$ cat src/rtl/cmplx_mult_pipe_pkg.sv
// Shared types and helpers for the pipelined complex multiplier.
// Fixed-width helpers operate on MAX_W-bit values, which covers DATA_W up to 63.
package mult_pkg;

    localparam int DEF_DATA_W = 16;
    localparam int MAX_W      = 128;

    typedef struct packed {
        logic signed [DEF_DATA_W-1:0] re;
        logic signed [DEF_DATA_W-1:0] im;
    } cplx_t;

    // Rounding constant: one half LSB of the result, i.e. 2^(frac_w-1).
    function automatic logic [MAX_W-1:0] ROUND_HALF(input int frac_w);
        return MAX_W'(1) << (frac_w - 1);
    endfunction

    // Clamp a signed value into the range of a width-bit two's complement number.
    function automatic logic signed [MAX_W-1:0] sat_clip(input logic signed [MAX_W-1:0] value,
                                                         input int width);
        logic signed [MAX_W-1:0] one;
        logic signed [MAX_W-1:0] max_v;
        logic signed [MAX_W-1:0] min_v;
        one   = MAX_W'(1);
        max_v = (one <<< (width - 1)) - one;
        min_v = -(one <<< (width - 1));
        if (value > max_v) return max_v;
        if (value < min_v) return min_v;
        return value;
    endfunction

endpackage

$ cat src/rtl/cmplx_mult_pipe_if.sv
// Handshake and data bundle of the complex multiplier; signal names follow the
// block's point of view (i_* driven into it, o_* driven by it).
interface cmplx_mult_pipe_if #(
    parameter int DATA_W = 16
);
    logic                  i_valid;
    logic                  o_ready;
    logic [2*DATA_W-1:0]   i_mcand;
    logic [2*DATA_W-1:0]   i_mplier;
    logic                  i_conj;
    logic                  o_valid;
    logic                  i_ready;
    logic [2*DATA_W-1:0]   o_result;
    logic                  o_sat;
    logic                  i_clr_sat;

    modport master (
        output i_valid, i_mcand, i_mplier, i_conj, i_ready, i_clr_sat,
        input  o_ready, o_valid, o_result, o_sat
    );

    modport slave (
        input  i_valid, i_mcand, i_mplier, i_conj, i_ready, i_clr_sat,
        output o_ready, o_valid, o_result, o_sat
    );
endinterface

$ cat src/rtl/cmplx_mult_pipe_round_sat.sv
// Combinational round-half-up and saturate of one wide product sum down to
// DATA_W bits, with a flag raised whenever the clamp changed the value.
module cmplx_round_sat
    import mult_pkg::*;
#(
    parameter int DATA_W = 16,
    parameter int FRAC_W = DATA_W - 1
) (
    input  logic signed [2*DATA_W:0]   sum,
    output logic signed [DATA_W-1:0]   res,
    output logic                       ovf
);
    localparam int SW = 2 * DATA_W + 1;
    localparam logic signed [SW-1:0] HALF = SW'(ROUND_HALF(FRAC_W));

    logic signed [SW-1:0]    shifted;
    logic signed [MAX_W-1:0] wide;
    logic signed [MAX_W-1:0] clipped;

    // NOTE: combinational logic uses blocking '=' so later lines see the
    // freshly computed values within the same evaluation.
    always_comb begin
        shifted = (sum + HALF) >>> FRAC_W;
        wide    = MAX_W'(shifted);
        clipped = sat_clip(wide, DATA_W);
        res     = clipped[DATA_W-1:0];
        ovf     = (clipped != wide);
    end

endmodule

$ cat src/rtl/cmplx_mult_pipe.sv
// Three-stage pipelined complex fixed-point multiplier with optional conjugate,
// round-half-up, saturation, sticky overflow flag and stall-on-backpressure.
module cmplx_mult_pipe
    import mult_pkg::*;
#(
    parameter int DATA_W = 16,
    parameter int FRAC_W = DATA_W - 1
) (
    input  logic              i_clk,
    input  logic              i_rst_n,
    cmplx_mult_pipe_if.slave  bus
);
    localparam int PW = 2 * DATA_W;
    localparam int SW = PW + 1;

    typedef struct packed {
        logic signed [DATA_W-1:0] re;
        logic signed [DATA_W-1:0] im;
    } cplx_w_t;

    logic en;

    // S1: registered operands
    logic    v1;
    logic    conj1;
    cplx_w_t a1;
    cplx_w_t b1;

    // S2: partial products
    logic                 v2;
    logic                 conj2;
    logic signed [PW-1:0] p_rr;
    logic signed [PW-1:0] p_ii;
    logic signed [PW-1:0] p_ir;
    logic signed [PW-1:0] p_ri;

    // S3: sums, rounding and saturation feeding the output register
    logic signed [SW-1:0]     sum_re;
    logic signed [SW-1:0]     sum_im;
    logic signed [DATA_W-1:0] res_re;
    logic signed [DATA_W-1:0] res_im;
    logic                     ovf_re;
    logic                     ovf_im;

    logic          out_valid;
    logic [PW-1:0] out_result;
    logic          out_sat;

    // The whole pipe freezes only when a result is waiting and nobody takes it.
    assign en           = !(out_valid && !bus.i_ready);
    assign bus.o_ready  = en;
    assign bus.o_valid  = out_valid;
    assign bus.o_result = out_result;
    assign bus.o_sat    = out_sat;

    // NOTE: only control state and the visible outputs are reset; the datapath
    // registers are qualified by their valid bits, so they carry no reset.
    always_ff @(posedge i_clk) begin
        if (en) begin
            a1    <= bus.i_mcand;
            b1    <= bus.i_mplier;
            conj1 <= bus.i_conj;
            p_rr  <= PW'(a1.re) * PW'(b1.re);
            p_ii  <= PW'(a1.im) * PW'(b1.im);
            p_ir  <= PW'(a1.im) * PW'(b1.re);
            p_ri  <= PW'(a1.re) * PW'(b1.im);
            conj2 <= conj1;
        end
    end

    always_comb begin
        if (conj2) begin
            sum_re = SW'(p_rr) + SW'(p_ii);
            sum_im = SW'(p_ir) - SW'(p_ri);
        end else begin
            sum_re = SW'(p_rr) - SW'(p_ii);
            sum_im = SW'(p_ir) + SW'(p_ri);
        end
    end

    cmplx_round_sat #(
        .DATA_W (DATA_W),
        .FRAC_W (FRAC_W)
    ) u_round_re (
        .sum (sum_re),
        .res (res_re),
        .ovf (ovf_re)
    );

    cmplx_round_sat #(
        .DATA_W (DATA_W),
        .FRAC_W (FRAC_W)
    ) u_round_im (
        .sum (sum_im),
        .res (res_im),
        .ovf (ovf_im)
    );

    // Setting the sticky flag takes priority over a simultaneous clear.
    always_ff @(posedge i_clk or negedge i_rst_n) begin
        if (!i_rst_n) begin
            v1         <= 1'b0;
            v2         <= 1'b0;
            out_valid  <= 1'b0;
            out_result <= '0;
            out_sat    <= 1'b0;
        end else begin
            if (en) begin
                v1        <= bus.i_valid;
                v2        <= v1;
                out_valid <= v2;
                if (v2) begin
                    out_result <= {res_re, res_im};
                end
            end
            if (en && v2 && (ovf_re || ovf_im)) begin
                out_sat <= 1'b1;
            end else if (bus.i_clr_sat) begin
                out_sat <= 1'b0;
            end
        end
    end

endmodule
$ cat src/flat_wrapper.sv
// flat-port wrapper written by rule: the top's interface ports become plain ports
module cmplx_mult_pipe_flat import mult_pkg::*;
#(
    parameter int DATA_W = 16,
    parameter int FRAC_W = DATA_W - 1
)
  (i_clk, i_rst_n, bus_i_valid, bus_i_mcand, bus_i_mplier, bus_i_conj, bus_i_ready, bus_i_clr_sat, bus_o_ready, bus_o_valid, bus_o_result, bus_o_sat);
  cmplx_mult_pipe_if #(.DATA_W(DATA_W)) bus_i ();
  input  logic i_clk;
  input  logic i_rst_n;
  input wire logic [$bits(bus_i.i_valid)-1:0] bus_i_valid;
  input wire logic [$bits(bus_i.i_mcand)-1:0] bus_i_mcand;
  input wire logic [$bits(bus_i.i_mplier)-1:0] bus_i_mplier;
  input wire logic [$bits(bus_i.i_conj)-1:0] bus_i_conj;
  input wire logic [$bits(bus_i.i_ready)-1:0] bus_i_ready;
  input wire logic [$bits(bus_i.i_clr_sat)-1:0] bus_i_clr_sat;
  output wire logic [$bits(bus_i.o_ready)-1:0] bus_o_ready;
  output wire logic [$bits(bus_i.o_valid)-1:0] bus_o_valid;
  output wire logic [$bits(bus_i.o_result)-1:0] bus_o_result;
  output wire logic [$bits(bus_i.o_sat)-1:0] bus_o_sat;
  assign bus_i.i_valid = bus_i_valid;
  assign bus_i.i_mcand = bus_i_mcand;
  assign bus_i.i_mplier = bus_i_mplier;
  assign bus_i.i_conj = bus_i_conj;
  assign bus_i.i_ready = bus_i_ready;
  assign bus_i.i_clr_sat = bus_i_clr_sat;
  assign bus_o_ready = bus_i.o_ready;
  assign bus_o_valid = bus_i.o_valid;
  assign bus_o_result = bus_i.o_result;
  assign bus_o_sat = bus_i.o_sat;
  cmplx_mult_pipe #(.DATA_W(DATA_W), .FRAC_W(FRAC_W)) u_core (.i_clk(i_clk), .i_rst_n(i_rst_n), .bus(bus_i));
endmodule
$ cat config.mk
export PLATFORM = sky130hd
export DESIGN_NAME = cmplx_mult_pipe_flat
export DESIGN_NICKNAME = d
export VERILOG_FILES = /design/src/rtl/cmplx_mult_pipe_pkg.sv /design/src/rtl/cmplx_mult_pipe_if.sv /design/src/rtl/cmplx_mult_pipe_round_sat.sv /design/src/rtl/cmplx_mult_pipe.sv /design/src/flat_wrapper.sv
export SDC_FILE = /design/constraint.sdc
export NUM_CORES = 2
export LEC_CHECK = 0
export CAP_MARGIN = 5
export CELL_PAD_IN_SITES_DETAIL_PLACEMENT = 1
export CELL_PAD_IN_SITES_GLOBAL_PLACEMENT = 1
export CORE_UTILIZATION = 40
export DETAILED_ROUTE_END_ITERATION = 12
export HOLD_SLACK_MARGIN = 0.1
export PLACE_DENSITY_LB_ADDON = 0.1
export RECOVER_POWER = 100
export SKIP_LAST_GASP = 1
export SYNTH_ARGS = -nofsm -noshare
export SYNTH_HDL_FRONTEND = slang
export SYNTH_SLANG_ARGS = --single-unit
export TNS_END_PERCENT = 5
$ cat constraint.sdc
create_clock -name i_clk -period 16.77 [get_ports i_clk]
set_clock_uncertainty 0.05 [all_clocks]
set_input_delay 1.677 -clock i_clk [delete_from_list [all_inputs] [get_ports i_clk]]
set_output_delay 1.677 -clock i_clk [all_outputs]
set_load 0.02 [all_outputs]
* After elaboration in Yosys (flattened, before gate mapping)
Index checks and enable logic that the tools add are counted.
Storage, ports and cells: logic and storage cells 58, output and inout port bits 35, bits in registers 230
Cells by class: bitwise logic cells 1, mux-type cells 18, reduce and logical (&&, ||, !) cells 8, equal/unequal tests 2, order comparisons 4, $mul 4, add/subtract/negate cells 6
Operators with widths (number):
- 128-bit two-way mux | 8
- 128-bit by 18-bit inequality test with 1-bit output | 2
- 16-bit by 16-bit multiplier with 32-bit output | 4
- 32-bit by 32-bit adder with 33-bit output | 2
- 33-bit by 16-bit adder with 33-bit output (second input constant) | 2
- 33-bit two-way mux | 2
- 32-bit by 32-bit subtractor with 33-bit output | 2
- 18-bit by 16-bit greater-than comparator with 1-bit output (second input constant) | 2
- 18-bit by 16-bit < comparator with 1-bit output (second input constant) | 2
- 1-bit two-way mux | 8
- 1-bit logical AND | 3
- 1-bit logical NOT | 2
- 2-bit AND reduction | 1
- 2-bit nonzero test | 1
- 1-bit logical OR | 1
- 1-bit NOT | 1

* Depth between registers and ports, before layout
depth in word-level cells 12, gate-level depth with buffers 27, gate-level depth less buffers 26

* Modules after synthesis
From an unflattened synthesis, not the netlist that was laid out.
Second synthesis, totals: cells, all modules 5507, area, all modules 52599.2 µm²
Modules (own cells, without submodules):
- cmplx_mult_pipe | area each 50694.9 µm², times used 1, cells an instance 5243
- cmplx_round_sat | area each 952.2 µm², times used 2, cells an instance 132

* Least setup slack after synthesis
OpenSTA, ideal clock, no wires.
kind input to output, from input bus_i_ready, to output bus_o_ready, data arrival time 6.548 ns, path slack 8.495 ns, buffers on the path 0, stages 1, required time 15.043 ns, path through nand2b_1
Between the ends: longest elaborated chain between the ends 3
RTL lines:
- start, declared | RTL line flat_wrapper.sv:15 | input wire logic [$bits(bus_i.i_ready)-1:0] bus_i_ready;
- 1-bit logical NOT | RTL line cmplx_mult_pipe.sv:50 | assign en = !(out_valid && !bus.i_ready);
- 1-bit logical AND | RTL line cmplx_mult_pipe.sv:50
- 1-bit logical NOT | RTL line cmplx_mult_pipe.sv:50
- end, declared | RTL line flat_wrapper.sv:17 | output wire logic [$bits(bus_i.o_ready)-1:0] bus_o_ready;
No other way between the ends.

* Worst setup path in the final report
from register u_core.a1[16] (netlist name), to register u_core.p_rr[24], data pin
Between the ends: longest elaborated chain between the ends 1
RTL lines:
- start, declared | RTL line cmplx_mult_pipe.sv:26 | cplx_w_t a1;
- start signal, assigned | RTL line cmplx_mult_pipe.sv:60 | a1 <= bus.i_mcand;
- 16-bit by 16-bit multiplier with 32-bit output | RTL line cmplx_mult_pipe.sv:63 | p_rr <= PW'(a1.re) * PW'(b1.re);
- end signal, assigned | RTL line cmplx_mult_pipe.sv:63
- end, declared | RTL line cmplx_mult_pipe.sv:32 | logic signed [PW-1:0] p_rr;
No other way between the ends. A chain may end at the register's enable or synchronous reset.

==> run metrics <==
count of cell types in the netlist=around 100; DR iter-0 viols=~1600; Setup crit start kind=flop; Final Max Tran Viols=166; sequential fraction of the synthesis area=a little over an eighth; starting density of the core=between 40% and 50%; fin nets=a little under 7000; Post-Syn Area per Cell=about 9.6 µm²; Setup WS post-layout=roughly 8 ns; final WL=between 100000 and 150000 µm; first-pass GRT wire length=roughly 230000 µm; Gate Count Post-Synth=5398; worst-margin pin slew=between 4 and 5 ns; Yosys Warn Count=0; number of failing hold endpoints at the final stage=0; failing checks=max-capacitance violations, max-slew violations; Max Cap Viol=4; nature of the critical path endpoint=flop; # clock sinks=230; # port buffers=roughly 100; Routed Antenna Nets=0; H-tree depth=2; TritonCTS clock tree=done; Post-synth EDFFs=194; Congestion Overflow GR=0; fin crit share=51.9%; Via density=slightly above 5; GR Util All Layers=between 20% and 30%; largest net degree at the start of global routing=130; post-synthesis xor/xnor area fraction=~4.6%; Syn Std Cell Area=~52000 µm²; Tmin final=8.70 ns; die height=about 360 µm; fmax=approximately 110 MHz; Synth Area in Adders=50.3%; setup violators final=0; Main synth FF type=edfxtp_1; RSZ-0062 raised after global routing=no; Compound-Gate Fraction of Synth Area=roughly 6.6%; HP Class=reg2reg; pre-CTS setup slack=around 8.8 ns; simple-gate area share of the yosys netlist=15.0%; Clock Latency Late Sink=between 0.6 and 0.7 ns; TritonCTS Buffers=37; vias in the first global route=roughly 40000; core area=between 100000 and 150000 µm²; Routed WL per cell=slightly above 20 µm; CP max FO=32; layout overhead on the synthesized area=7.87%; cell row count=approximately 130; maximum root-to-sink buffer count=3; largest family of logic cells by synthesized area=adder cells; cts-stage hold buffer count=0; Crit Path Category=reg2reg; fraction of layout cells with a size suffix above 1=3.43%; setup TNS=0 ns; status=finished with violations; DIE WIDTH=361 µm; drt pass-1 iters=7; worst path arrival time=slightly below 9 ns; root buffer cell=clkbuf_16; DP HPWL=approximately 120000 µm; Async SR Flop Fraction=15.7%; PostCTS Resize Cnt=0; Ports=105; Die ar.=131000 µm²; required time worst endpoint=17.02 ns; antenna violations before repair=14; Post-CTS Repair Setup Buffers=0; Residual DRC=0; mux share of post-synthesis cell area=0.228%; Yosys reg bits=230; Slew headroom=-169%; RePlAce Congestion=roughly 0.83; Synth Net Count=6916; vias post-DR=between 30000 and 40000; Reg clk slew, reported paths=approximately 0.060 ns
metrics by stage:
stage | cell area (µm²) | hold WS, ns | utilization [%] | std cells
final | 55700 | 0.371 | 43.6 | 7088
after floorplan | 51600 | 0.350 | - | 5398
after global placement | 54500 | 0.355 | 42.6 | 7019
after global routing | 55700 | 0.374 | 43.6 | 7086
after detailed placement | 54500 | 0.356 | 42.6 | 7019
after CTS | 55800 | 0.370 | 43.6 | 7086
worst paths after layout:
path / startpoint / slack, ns / end / depth (start not counted)
max: u_core.a1[16] / 8.07 / u_core.p_rr[24] / 22
min: u_core.conj1 / 0.37 / u_core.conj2 / 0
max reg2reg: u_core.a1[16] / 8.07 / u_core.p_rr[24] / 22
min reg2reg: u_core.conj1 / 0.37 / u_core.conj2 / 0
max in group asynchronous: i_rst_n / 14.02 / u_core.bus.o_result[13] / 1
min in group asynchronous: i_rst_n / 1.54 / u_core.bus.o_result[1] / 1
worst max-delay path: stages (launching register included):
cell and delay (ns):
edfxtp_1 0.33, clkbuf_1 1.61, nand2_1 0.22, fa_1 0.48
fa_1 0.51, inv_1 0.04, ha_1 0.16, inv_1 0.06
fa_1 0.44, fa_1 0.51, fa_1 0.49, inv_1 0.04
ha_1 0.33, inv_1 0.05, o21bai_1 0.15, a21oi_1 0.16
o31ai_1 0.42, o21ai_0 0.31, o21ai_0 0.64, nor2_1 0.15
nor2_1 0.27, a21oi_1 0.13, xnor2_1 0.74
synthesized netlist by cell type (9+ instances only):
master	instances	area [µm²]
nand2b_1	84	526
a31oi_1	28	175
and2_1	434	2720
a21o_1	44	330
edfxtp_1	194	5830
inv_1	1187	4460
or2_2	10	62.6
nor4_1	15	93.8
fa_1	1048	21000
o21a_1	45	338
nand4_1	25	156
a211oi_1	21	158
a21oi_1	141	706
or3_1	19	119
o211ai_2	9	113
ha_1	400	5000
nand3_1	43	215
xnor2_1	186	1630
and3_1	25	156
dfrtp_1	36	901
xor2_1	66	578
nor2b_1	16	100
clkbuf_1	208	781
o21bai_1	26	195
o21ai_0	70	350
nor2_1	154	578
nand2_1	618	2320
nor3_1	57	285
o211ai_1	30	225
cell families (layout without fill, tap and decap cells):
family,Yosys count,in the layout
compound gates,499,499
xor+xnor,260,260
fa+ha+maj,1448,1448
buf+inv,1407,1433
flops,230,230
mux,11,11
other cells,0,2
simple gates,1543,1543
area by class of cell:
| class | instances | area, µm² |
|---|---|---|
| Tap cell | 1662 | 2080 |
| Fill cell | 14600 | 72200 |
| Inverter | 1189 | 4460 |
| Timing Repair Buffer | 177 | 1580 |
| Antenna cell | 2 | 5.00 |
| Clock buffer | 39 | 933 |
| Sequential cell | 230 | 6730 |
| Clock inverter | 28 | 377 |
| Multi-Input combinational cell | 3761 | 39500 |
cell usage in the layout (no fill, tap or decap), types with 7 or more instances in the layout:
cell type      netlist  routed
o21ai_0             70      70
xor2_1              66      66
and2_1             434     412
or2_2               10      10
or4_1                8       8
dlygate4sd3_1        0     101
and4_1               7       7
nand2_1            618     618
nor2b_1             16      16
and3_1              25      25
a211oi_1            21      21
a21o_1              44      44
buf_4                1      68
o21a_1              45      45
o21bai_1            26      26
xnor2_1            186     186
a211o_1              7       7
inv_1             1187    1187
clkbuf_16            0      37
dfrtp_1             36      36
or3_1               19      19
nand4_1             25      25
a31oi_1             28      29
nand3_1             43      43
fa_1              1048    1048
nor4_1              15      16
and2_0               0      21
nor3_1              57      57
a21oi_1            141     141
clkbuf_1           208       7
nand2b_1            84      84
o211ai_1            30      37
edfxtp_1           194     194
o31ai_1              8       8
ha_1               400     400
nor2_1             154     154
flip-flops by register name, indices dropped and copies added, names as in the netlist, 32 cells and up:
register / count
u_core.a1: 32
u_core.b1: 32
u_core.bus.o_result: 32
u_core.p_ii: 32
u_core.p_ir: 32
u_core.p_ri: 32
u_core.p_rr: 32
metal layers:
layer	up-vias	routed length [µm]	part of all wire, %	global-route usage [%]
met4	2	2920	2.0	4.99
li1	16500	-	-	-
met2	393	72400	50	40.5
met3	115	3570	2.4	1.87
met1	19100	67000	46	31.9
met5	-	13	0.0089	0
Power is not shown: default switching activity piles up to over one toggle a cycle in this logic, so the estimate is an artifact.
